`config.mk`:
```
export PLATFORM = sky130hd
export DESIGN_NAME = shift_sequencer_flat
export DESIGN_NICKNAME = d
export VERILOG_FILES = /design/src/rtl/shift_sequencer_if.sv /design/src/rtl/shift_sequencer.sv /design/src/flat_wrapper.sv
export SDC_FILE = /design/constraint.sdc
export NUM_CORES = 1
export LEC_CHECK = 0
export ABC_AREA = 0
export ABC_CLOCK_PERIOD_IN_PS = 5400
export CAP_MARGIN = 40
export CORE_ASPECT_RATIO = 1.2
export CORE_MARGIN = 2
export CORE_UTILIZATION = 40
export CTS_CLUSTER_DIAMETER = 80
export CTS_CLUSTER_SIZE = 14
export DETAILED_ROUTE_END_ITERATION = 8
export PLACE_DENSITY = 0.65
export SYNTH_ARGS = -nofsm -noshare
export SYNTH_HDL_FRONTEND = slang
export SYNTH_SLANG_ARGS = --single-unit
```
`constraint.sdc`:
```
create_clock -name clk -period 5.4 [get_ports clk]
set_input_delay 0.81 -clock clk [delete_from_list [all_inputs] [get_ports clk]]
set_output_delay 0.81 -clock clk [all_outputs]
set_load 0.01 [all_outputs]
```
`src/rtl/shift_sequencer_if.sv`:
```
// shift_sequencer_if
//   Handshake and operand bundle between instruction decode and the
//   operand-2 shift sequencer.
//   master : decode side, drives the request and operands and observes status/result.
//   slave  : sequencer side, consumes the request and returns status/result.
//   Signals:
//     start, flush        request and synchronous abort
//     op_imm, shifter_op  operand form and the 12-bit shifter operand field
//     rm_value, rs_value  value to shift and the register shift amount (Rs[7:0])
//     carry_in            current C flag
//     busy, done          sequencer status; done is a one-cycle pulse
//     result, carry_out   shifted operand and shifter carry-out
interface shift_sequencer_if #(
  parameter int DATA_W = 32
);
  logic              start;
  logic              flush;
  logic              op_imm;
  logic [11:0]       shifter_op;
  logic [DATA_W-1:0] rm_value;
  logic [7:0]        rs_value;
  logic              carry_in;
  logic              busy;
  logic              done;
  logic [DATA_W-1:0] result;
  logic              carry_out;

  modport master (
    output start, flush, op_imm, shifter_op, rm_value, rs_value, carry_in,
    input  busy, done, result, carry_out
  );

  modport slave (
    input  start, flush, op_imm, shifter_op, rm_value, rs_value, carry_in,
    output busy, done, result, carry_out
  );
endinterface

```
`src/rtl/shift_sequencer.sv`:
```
// shift_sequencer
//   Multi-cycle ARM operand-2 shifter. It decodes the 12-bit shifter operand
//   when a request is accepted, then shifts or rotates the captured value one
//   bit per cycle. It returns the result and the shifter carry-out with a
//   one-cycle done pulse. It covers the ARM edge cases: LSR/ASR #32, RRX, and
//   register amounts of 32 or more.
//   Ports:
//     clk      rising-edge clock
//     reset_n  asynchronous active-low reset; clears all state and outputs
//     bus      shift_sequencer_if.slave (start/flush/operands in, busy/done/result/carry_out out)
//   All outputs come straight from flops.
module shift_sequencer #(
  parameter int DATA_W = 32,
  parameter int CNT_W  = 6
) (
  input  logic               clk,
  input  logic               reset_n,
  shift_sequencer_if.slave   bus
);

  typedef enum logic [1:0] {
    ST_IDLE  = 2'd0,
    ST_SHIFT = 2'd1,
    ST_DONE  = 2'd2
  } state_t;

  localparam logic [1:0] SH_LSL = 2'b00;
  localparam logic [1:0] SH_LSR = 2'b01;
  localparam logic [1:0] SH_ASR = 2'b10;
  localparam logic [1:0] SH_ROR = 2'b11;

  localparam logic [CNT_W-1:0] CNT_ZERO = {CNT_W{1'b0}};
  localparam logic [CNT_W-1:0] CNT_ONE  = CNT_W'(6'd1);
  localparam logic [CNT_W-1:0] CNT_32   = CNT_W'(6'd32);
  localparam logic [CNT_W-1:0] CNT_33   = CNT_W'(6'd33);

  state_t            state_r;
  state_t            state_nx_s;

  logic [DATA_W-1:0] work_r;
  logic              c_work_r;
  logic [CNT_W-1:0]  count_r;
  logic [1:0]        type_r;
  logic              rrx_r;

  logic              busy_r;
  logic              done_r;
  logic [DATA_W-1:0] result_r;
  logic              carry_r;

  logic [DATA_W-1:0] seed_work_s;
  logic [1:0]        seed_type_s;
  logic [CNT_W-1:0]  seed_count_s;
  logic              seed_rrx_s;

  logic [DATA_W-1:0] step_work_s;
  logic              step_c_s;

  logic              accept_s;
  logic              last_step_s;
  logic              busy_nx_s;
  logic              done_nx_s;
  logic [DATA_W-1:0] result_nx_s;
  logic              carry_nx_s;

  // A request is only taken in IDLE, and flush takes priority over start.
  assign accept_s    = (state_r == ST_IDLE) && bus.start && !bus.flush;
  // The step in this cycle brings the count to zero.
  assign last_step_s = (state_r == ST_SHIFT) && !bus.flush && (count_r == CNT_ONE);

  // Operand decode: derive the initial work value, shift type and step count.
  always_comb begin
    seed_work_s  = bus.rm_value;
    seed_type_s  = bus.shifter_op[6:5];
    seed_count_s = CNT_ZERO;
    seed_rrx_s   = 1'b0;
    if (bus.op_imm) begin
      // Immediate form: rotate the zero-extended imm8 right by twice the rot field.
      seed_work_s  = {{(DATA_W-8){1'b0}}, bus.shifter_op[7:0]};
      seed_type_s  = SH_ROR;
      seed_count_s = CNT_W'({bus.shifter_op[11:8], 1'b0});
    end else if (bus.shifter_op[4]) begin
      // Register amount: zero means no shift. Larger amounts are clamped to
      // the point where the result stops changing.
      if (bus.rs_value == 8'd0) begin
        seed_count_s = CNT_ZERO;
      end else begin
        case (bus.shifter_op[6:5])
          SH_LSL, SH_LSR: seed_count_s = (bus.rs_value > 8'd33) ? CNT_33 : CNT_W'(bus.rs_value);
          SH_ASR:         seed_count_s = (bus.rs_value > 8'd32) ? CNT_32 : CNT_W'(bus.rs_value);
          SH_ROR:         seed_count_s = (bus.rs_value[4:0] == 5'd0) ? CNT_32
                                                                       : CNT_W'(bus.rs_value[4:0]);
          default:        seed_count_s = CNT_ZERO;
        endcase
      end
    end else begin
      // Immediate amount: #0 encodes LSR/ASR #32 and, for ROR, RRX.
      case (bus.shifter_op[6:5])
        SH_LSL: seed_count_s = CNT_W'(bus.shifter_op[11:7]);
        SH_LSR, SH_ASR: seed_count_s = (bus.shifter_op[11:7] == 5'd0) ? CNT_32
                                                                       : CNT_W'(bus.shifter_op[11:7]);
        SH_ROR: begin
          seed_count_s = (bus.shifter_op[11:7] == 5'd0) ? CNT_ONE : CNT_W'(bus.shifter_op[11:7]);
          seed_rrx_s   = (bus.shifter_op[11:7] == 5'd0);
        end
        default: seed_count_s = CNT_ZERO;
      endcase
    end
  end

  // One-bit step of the work register; the carry gets the bit shifted out.
  always_comb begin
    step_work_s = work_r;
    step_c_s    = c_work_r;
    if (rrx_r) begin
      step_work_s = {c_work_r, work_r[DATA_W-1:1]};
      step_c_s    = work_r[0];
    end else begin
      case (type_r)
        SH_LSL: begin
          step_work_s = {work_r[DATA_W-2:0], 1'b0};
          step_c_s    = work_r[DATA_W-1];
        end
        SH_LSR: begin
          step_work_s = {1'b0, work_r[DATA_W-1:1]};
          step_c_s    = work_r[0];
        end
        SH_ASR: begin
          step_work_s = {work_r[DATA_W-1], work_r[DATA_W-1:1]};
          step_c_s    = work_r[0];
        end
        SH_ROR: begin
          step_work_s = {work_r[0], work_r[DATA_W-1:1]};
          step_c_s    = work_r[0];
        end
        default: begin
          step_work_s = work_r;
          step_c_s    = c_work_r;
        end
      endcase
    end
  end

  // FSM state register.
  always_ff @(posedge clk or negedge reset_n) begin
    if (!reset_n) begin
      state_r <= ST_IDLE;
    end else begin
      state_r <= state_nx_s;
    end
  end

  // FSM next-state logic.
  always_comb begin
    state_nx_s = state_r;
    case (state_r)
      ST_IDLE: begin
        if (bus.flush) begin
          state_nx_s = ST_IDLE;
        end else if (bus.start) begin
          state_nx_s = (seed_count_s == CNT_ZERO) ? ST_DONE : ST_SHIFT;
        end else begin
          state_nx_s = ST_IDLE;
        end
      end
      ST_SHIFT: begin
        if (bus.flush) begin
          state_nx_s = ST_IDLE;
        end else if (count_r == CNT_ONE) begin
          state_nx_s = ST_DONE;
        end else begin
          state_nx_s = ST_SHIFT;
        end
      end
      ST_DONE:  state_nx_s = ST_IDLE;
      default:  state_nx_s = ST_IDLE;
    endcase
  end

  // FSM output logic: next values of the registered outputs.
  always_comb begin
    busy_nx_s   = (state_nx_s != ST_IDLE);
    done_nx_s   = (state_nx_s == ST_DONE);
    result_nx_s = result_r;
    carry_nx_s  = carry_r;
    if (accept_s && (seed_count_s == CNT_ZERO)) begin
      // A zero count passes the operand straight through with the incoming C flag.
      result_nx_s = seed_work_s;
      carry_nx_s  = bus.carry_in;
    end else if (last_step_s) begin
      result_nx_s = step_work_s;
      carry_nx_s  = step_c_s;
    end else begin
      result_nx_s = result_r;
      carry_nx_s  = carry_r;
    end
  end

  // Registered outputs.
  always_ff @(posedge clk or negedge reset_n) begin
    if (!reset_n) begin
      busy_r   <= 1'b0;
      done_r   <= 1'b0;
      result_r <= {DATA_W{1'b0}};
      carry_r  <= 1'b0;
    end else begin
      busy_r   <= busy_nx_s;
      done_r   <= done_nx_s;
      result_r <= result_nx_s;
      carry_r  <= carry_nx_s;
    end
  end

  // Working datapath: capture at acceptance, then step once per SHIFT cycle.
  always_ff @(posedge clk or negedge reset_n) begin
    if (!reset_n) begin
      work_r   <= {DATA_W{1'b0}};
      c_work_r <= 1'b0;
      count_r  <= CNT_ZERO;
      type_r   <= SH_LSL;
      rrx_r    <= 1'b0;
    end else if (accept_s) begin
      work_r   <= seed_work_s;
      c_work_r <= bus.carry_in;
      count_r  <= seed_count_s;
      type_r   <= seed_type_s;
      rrx_r    <= seed_rrx_s;
    end else if ((state_r == ST_SHIFT) && !bus.flush) begin
      work_r   <= step_work_s;
      c_work_r <= step_c_s;
      count_r  <= count_r - CNT_ONE;
    end else begin
      work_r   <= work_r;
      c_work_r <= c_work_r;
      count_r  <= count_r;
    end
  end

  assign bus.busy      = busy_r;
  assign bus.done      = done_r;
  assign bus.result    = result_r;
  assign bus.carry_out = carry_r;

endmodule

```
`src/flat_wrapper.sv`:
```
// flat-port wrapper written by rule: the top's interface ports become plain ports
module shift_sequencer_flat 
#(
  parameter int DATA_W = 32,
  parameter int CNT_W  = 6
)
  (clk, reset_n, bus_start, bus_flush, bus_op_imm, bus_shifter_op, bus_rm_value, bus_rs_value, bus_carry_in, bus_busy, bus_done, bus_result, bus_carry_out);
  shift_sequencer_if #(.DATA_W(DATA_W)) bus_i ();
  input  logic clk;
  input  logic reset_n;
  input wire logic [$bits(bus_i.start)-1:0] bus_start;
  input wire logic [$bits(bus_i.flush)-1:0] bus_flush;
  input wire logic [$bits(bus_i.op_imm)-1:0] bus_op_imm;
  input wire logic [$bits(bus_i.shifter_op)-1:0] bus_shifter_op;
  input wire logic [$bits(bus_i.rm_value)-1:0] bus_rm_value;
  input wire logic [$bits(bus_i.rs_value)-1:0] bus_rs_value;
  input wire logic [$bits(bus_i.carry_in)-1:0] bus_carry_in;
  output wire logic [$bits(bus_i.busy)-1:0] bus_busy;
  output wire logic [$bits(bus_i.done)-1:0] bus_done;
  output wire logic [$bits(bus_i.result)-1:0] bus_result;
  output wire logic [$bits(bus_i.carry_out)-1:0] bus_carry_out;
  assign bus_i.start = bus_start;
  assign bus_i.flush = bus_flush;
  assign bus_i.op_imm = bus_op_imm;
  assign bus_i.shifter_op = bus_shifter_op;
  assign bus_i.rm_value = bus_rm_value;
  assign bus_i.rs_value = bus_rs_value;
  assign bus_i.carry_in = bus_carry_in;
  assign bus_busy = bus_i.busy;
  assign bus_done = bus_i.done;
  assign bus_result = bus_i.result;
  assign bus_carry_out = bus_i.carry_out;
  shift_sequencer #(.DATA_W(DATA_W), .CNT_W(CNT_W)) u_core (.clk(clk), .reset_n(reset_n), .bus(bus_i));
endmodule
```
==> metrics.md <==
| Metric | Value |
|---|---|
| Die X | 98.7 µm |
| Slew margin rel. | 58.1% |
| Multi-input gate area | 2180 µm² |
| Placed insts | 626 |
| Arrival time at the worst endpoint | 3400 ps |
| Port Buf Inserts | 92 |
| Sink Count | 79 |
| Final WS setup | 2210 ps |
| Final design area excluding fillers | 5680 µm² |
| Syn Area/Cell | 10.2 µm² |
| Post-DP HPWL | 7320 µm |
| Pwr dens | 434 nW/µm² |
| Pre-CTS setup slack | 1850 ps |
| Initial drt markers | 143 |
| Reg area | 1980 µm² |
| Post-CTS Resized | 0 |
| Via density per instance | 5.65 |
| Post-synthesis sequential area ratio | 45.9% |
| H-Tree Depth | 3 |
| # diodes | 0 |
| Final Hold Vio Count | 0 |
| Instance area after placement | 5370 µm² |
| WP data required | 5600 ps |
| Synth cell types | 46 |
| Nets | 571 |
| Reg clk slew, reported paths | 60 ps |
| Die H | 118 µm |
| DRC Markers | 0 |
| Syn Inst Count | 424 |
| # IOs | 93 |
| Routed vias | 3628 |
| Vias in the first global route | 3634 |
| Tmin final | 3190 ps |
| Max-slew violations | 0 |
| Share of layout cells above drive strength 1 | 7.21% |
| WL final | 10800 µm |
| Top post-synthesis cells by area | dfrtp_1 (46%), mux2i_1 (15%), nand2_1 (5.6%) |
| Post-synth top area cell | dfrtp_1 |
| Post-synthesis register bit count | 79 |
| Clock root buffer | clkbuf_16 |
| Max Clock Skew | 6.03 ps |
| Pleak | 2.37 nW |
| Fin crit share | 59.2% |
| Gr ovfl total | 0 |
| Setup bufs post-CTS | 0 |
| Post-synthesis async set-or-reset flop share | 100% |
| Initial antenna violation count | 0 |
| RSZ-0062 raised after global routing | false |
| Fillers | 937 |
| CTS tree | done |
| Layout area overhead | 31.9% |
| Post-synth EDFFs | 0 |
| Main flop type after synthesis | dfrtp_1 |
| Critical Path End Type | flop |
| Non-filler cells, final | 642 |
| Mapped Nets | 487 |
| Avg WL per Cell | 16.8 µm |
| Clock tree buffer depth | 2 |
| DIE AREA | 11600 µm² |
| Status | completed |
| Clk_lat worst skew | 330 ps |
| Rows | 41 |
| Fin util | 54.0% |
| Area share of the largest cell type after synthesis | 45.9% |
| Synth Warn # | 0 |
| Initial Util | 41.0% |
| Overall routing resource usage | 18.9% |
| Critical path class | in2reg |
| CTS Buf Count | 9 |
| Worst Setup Start Kind | input pin |
| Cell Area, Synth | 4310 µm² |
| HP Class | in2async |
| DR pass1 iterations | 5 |
| First-pass GRT wire length | 17900 µm |
| Fmax | 313 MHz |
| Max Cap Viol | 0 |
| Final GP Congestion | 0.861 |
| Actual slew at the worst max-slew pin | 629 ps |
| TNS Setup | 0 ps |
| Maximum vdd drop | 0.000167 V |
| Final ANT Viol Nets | 0 |
| Post-cts hold buffer count | 0 |
| Final setup vio count | 0 |
| Pin count of the biggest net entering global routing | 66 |
| Crit path max fanout | 33 |
| Core box area | 10500 µm² |
worst paths after layout:
path / start / endpoint / slack [ps] / cells past startpoint
max: bus_shifter_op[6] / u_core.bus.carry_out$_DFFE_PN0P_ / 2210 / 9
min: reset_n / u_core.work_r[23]$_DFFE_PN0P_ / 340 / 1
max reg2reg: u_core.state_r[0]$_DFF_PN0_ / u_core.bus.carry_out$_DFFE_PN0P_ / 3430 / 4
min reg2reg: u_core.count_r[5]$_DFFE_PN0P_ / u_core.count_r[5]$_DFFE_PN0P_ / 510 / 1
max in group asynchronous: reset_n / u_core.type_r[0]$_DFFE_PN0P_ / 4480 / 2
min in group clk: u_core.count_r[5]$_DFFE_PN0P_ / u_core.count_r[5]$_DFFE_PN0P_ / 510 / 1
registers in the layout, indices dropped and copies added (netlist names):
signal / flops
u_core.count_r: 6
u_core.rrx_r: 1
u_core.bus.busy: 1
u_core.state_r: 2
u_core.bus.carry_out: 1
u_core.bus.done: 1
u_core.work_r: 32
u_core.c_work_r: 1
u_core.bus.result: 32
u_core.type_r: 2
layout make-up:
type,instances,area share (%)
multi-input cells,310,38.5
flip-flops and latches,79,34.8
repair buffers,101,17.9
clock buffers,9,3.96
well taps,129,2.84
clock inverters,7,1.54
inverters,7,0.463
worst max-delay path, cell delays in order:
cell	delay [ps]
clkdlybuf4s50_1	570
inv_1	70
ha_1	300
nor4_1	240
nor2_1	150
a2bb2oi_2	190
nand4_2	170
nand2b_4	440
mux2_1	430
power breakdown:
group	leakage [nW]	internal, mW	switching [mW]	total, mW
Combinational	1.22	0.478	0.366	0.844
Clock	0.155	0.401	0.230	0.631
Sequential	0.996	0.818	0.171	0.989
layout by cell type (no fill, tap or decap), types with 3 or more instances in the layout:
cell             netlist  layout
clkdlybuf4s50_1        0      91
dfrtp_1               79      79
nand2_1               64      64
mux2i_1               63      63
o21ai_0               34      34
o221ai_1              24      24
nand2b_1              18      18
nor2_1                14      14
nor2b_1               14      14
a22oi_1               12      12
o221a_1                9       9
clkbuf_16              0       9
buf_4                  0       8
inv_1                  7       7
a21oi_1                6       6
ha_1                   5       5
nand3_1                4       4
a22o_1                 4       4
clkinv_2               0       4
nor4_1                 3       3
and2_1                 4       3
o211ai_1               3       3
Yosys cell counts (all sizes together) (3+ instances only):
cell and instances:
a21oi 6, a22o 4, a22oi 12, and2 4, buf 9, clkbuf 19, dfrtp 79, ha 5
inv 7, mux2i 63, nand2 64, nand2b 19, nand3 4, nor2 14, nor2b 14, nor4 4
o211ai 3, o21ai 36, o221a 9, o221ai 24, or4 3
through the flow:
step | total power, mW | hold WS (ps)
after global routing | 2.61 | 343
after global placement | 1.82 | 500
after CTS | 2.49 | 337
after detailed placement | 1.85 | 504
after floorplan | 1.40 | 473
final | 2.46 | 341
metal layers:
metal / part of all wire [%] / global-route usage, %
met2: 49 / 30.9
met3: 4.2 / 3.74
met5: 0 / 0
met1: 45 / 25.0
met4: 1.7 / 6.34
logic make-up (layout without fill, tap and decap cells):
logic type / count (synthesis) / count (layout) / synth area share, %
AO/OA/AOI/OAI: 104 / 104 / 17.7
adder cells (fa/ha/maj): 5 / 5 / 1.45
buffers and inverters: 35 / 124 / 3.83
flip-flops: 79 / 79 / 45.9
multiplexers: 65 / 65 / 15.2
AND/OR/NAND/NOR: 136 / 136 / 16.0
(Power assumes the default switching activity.)
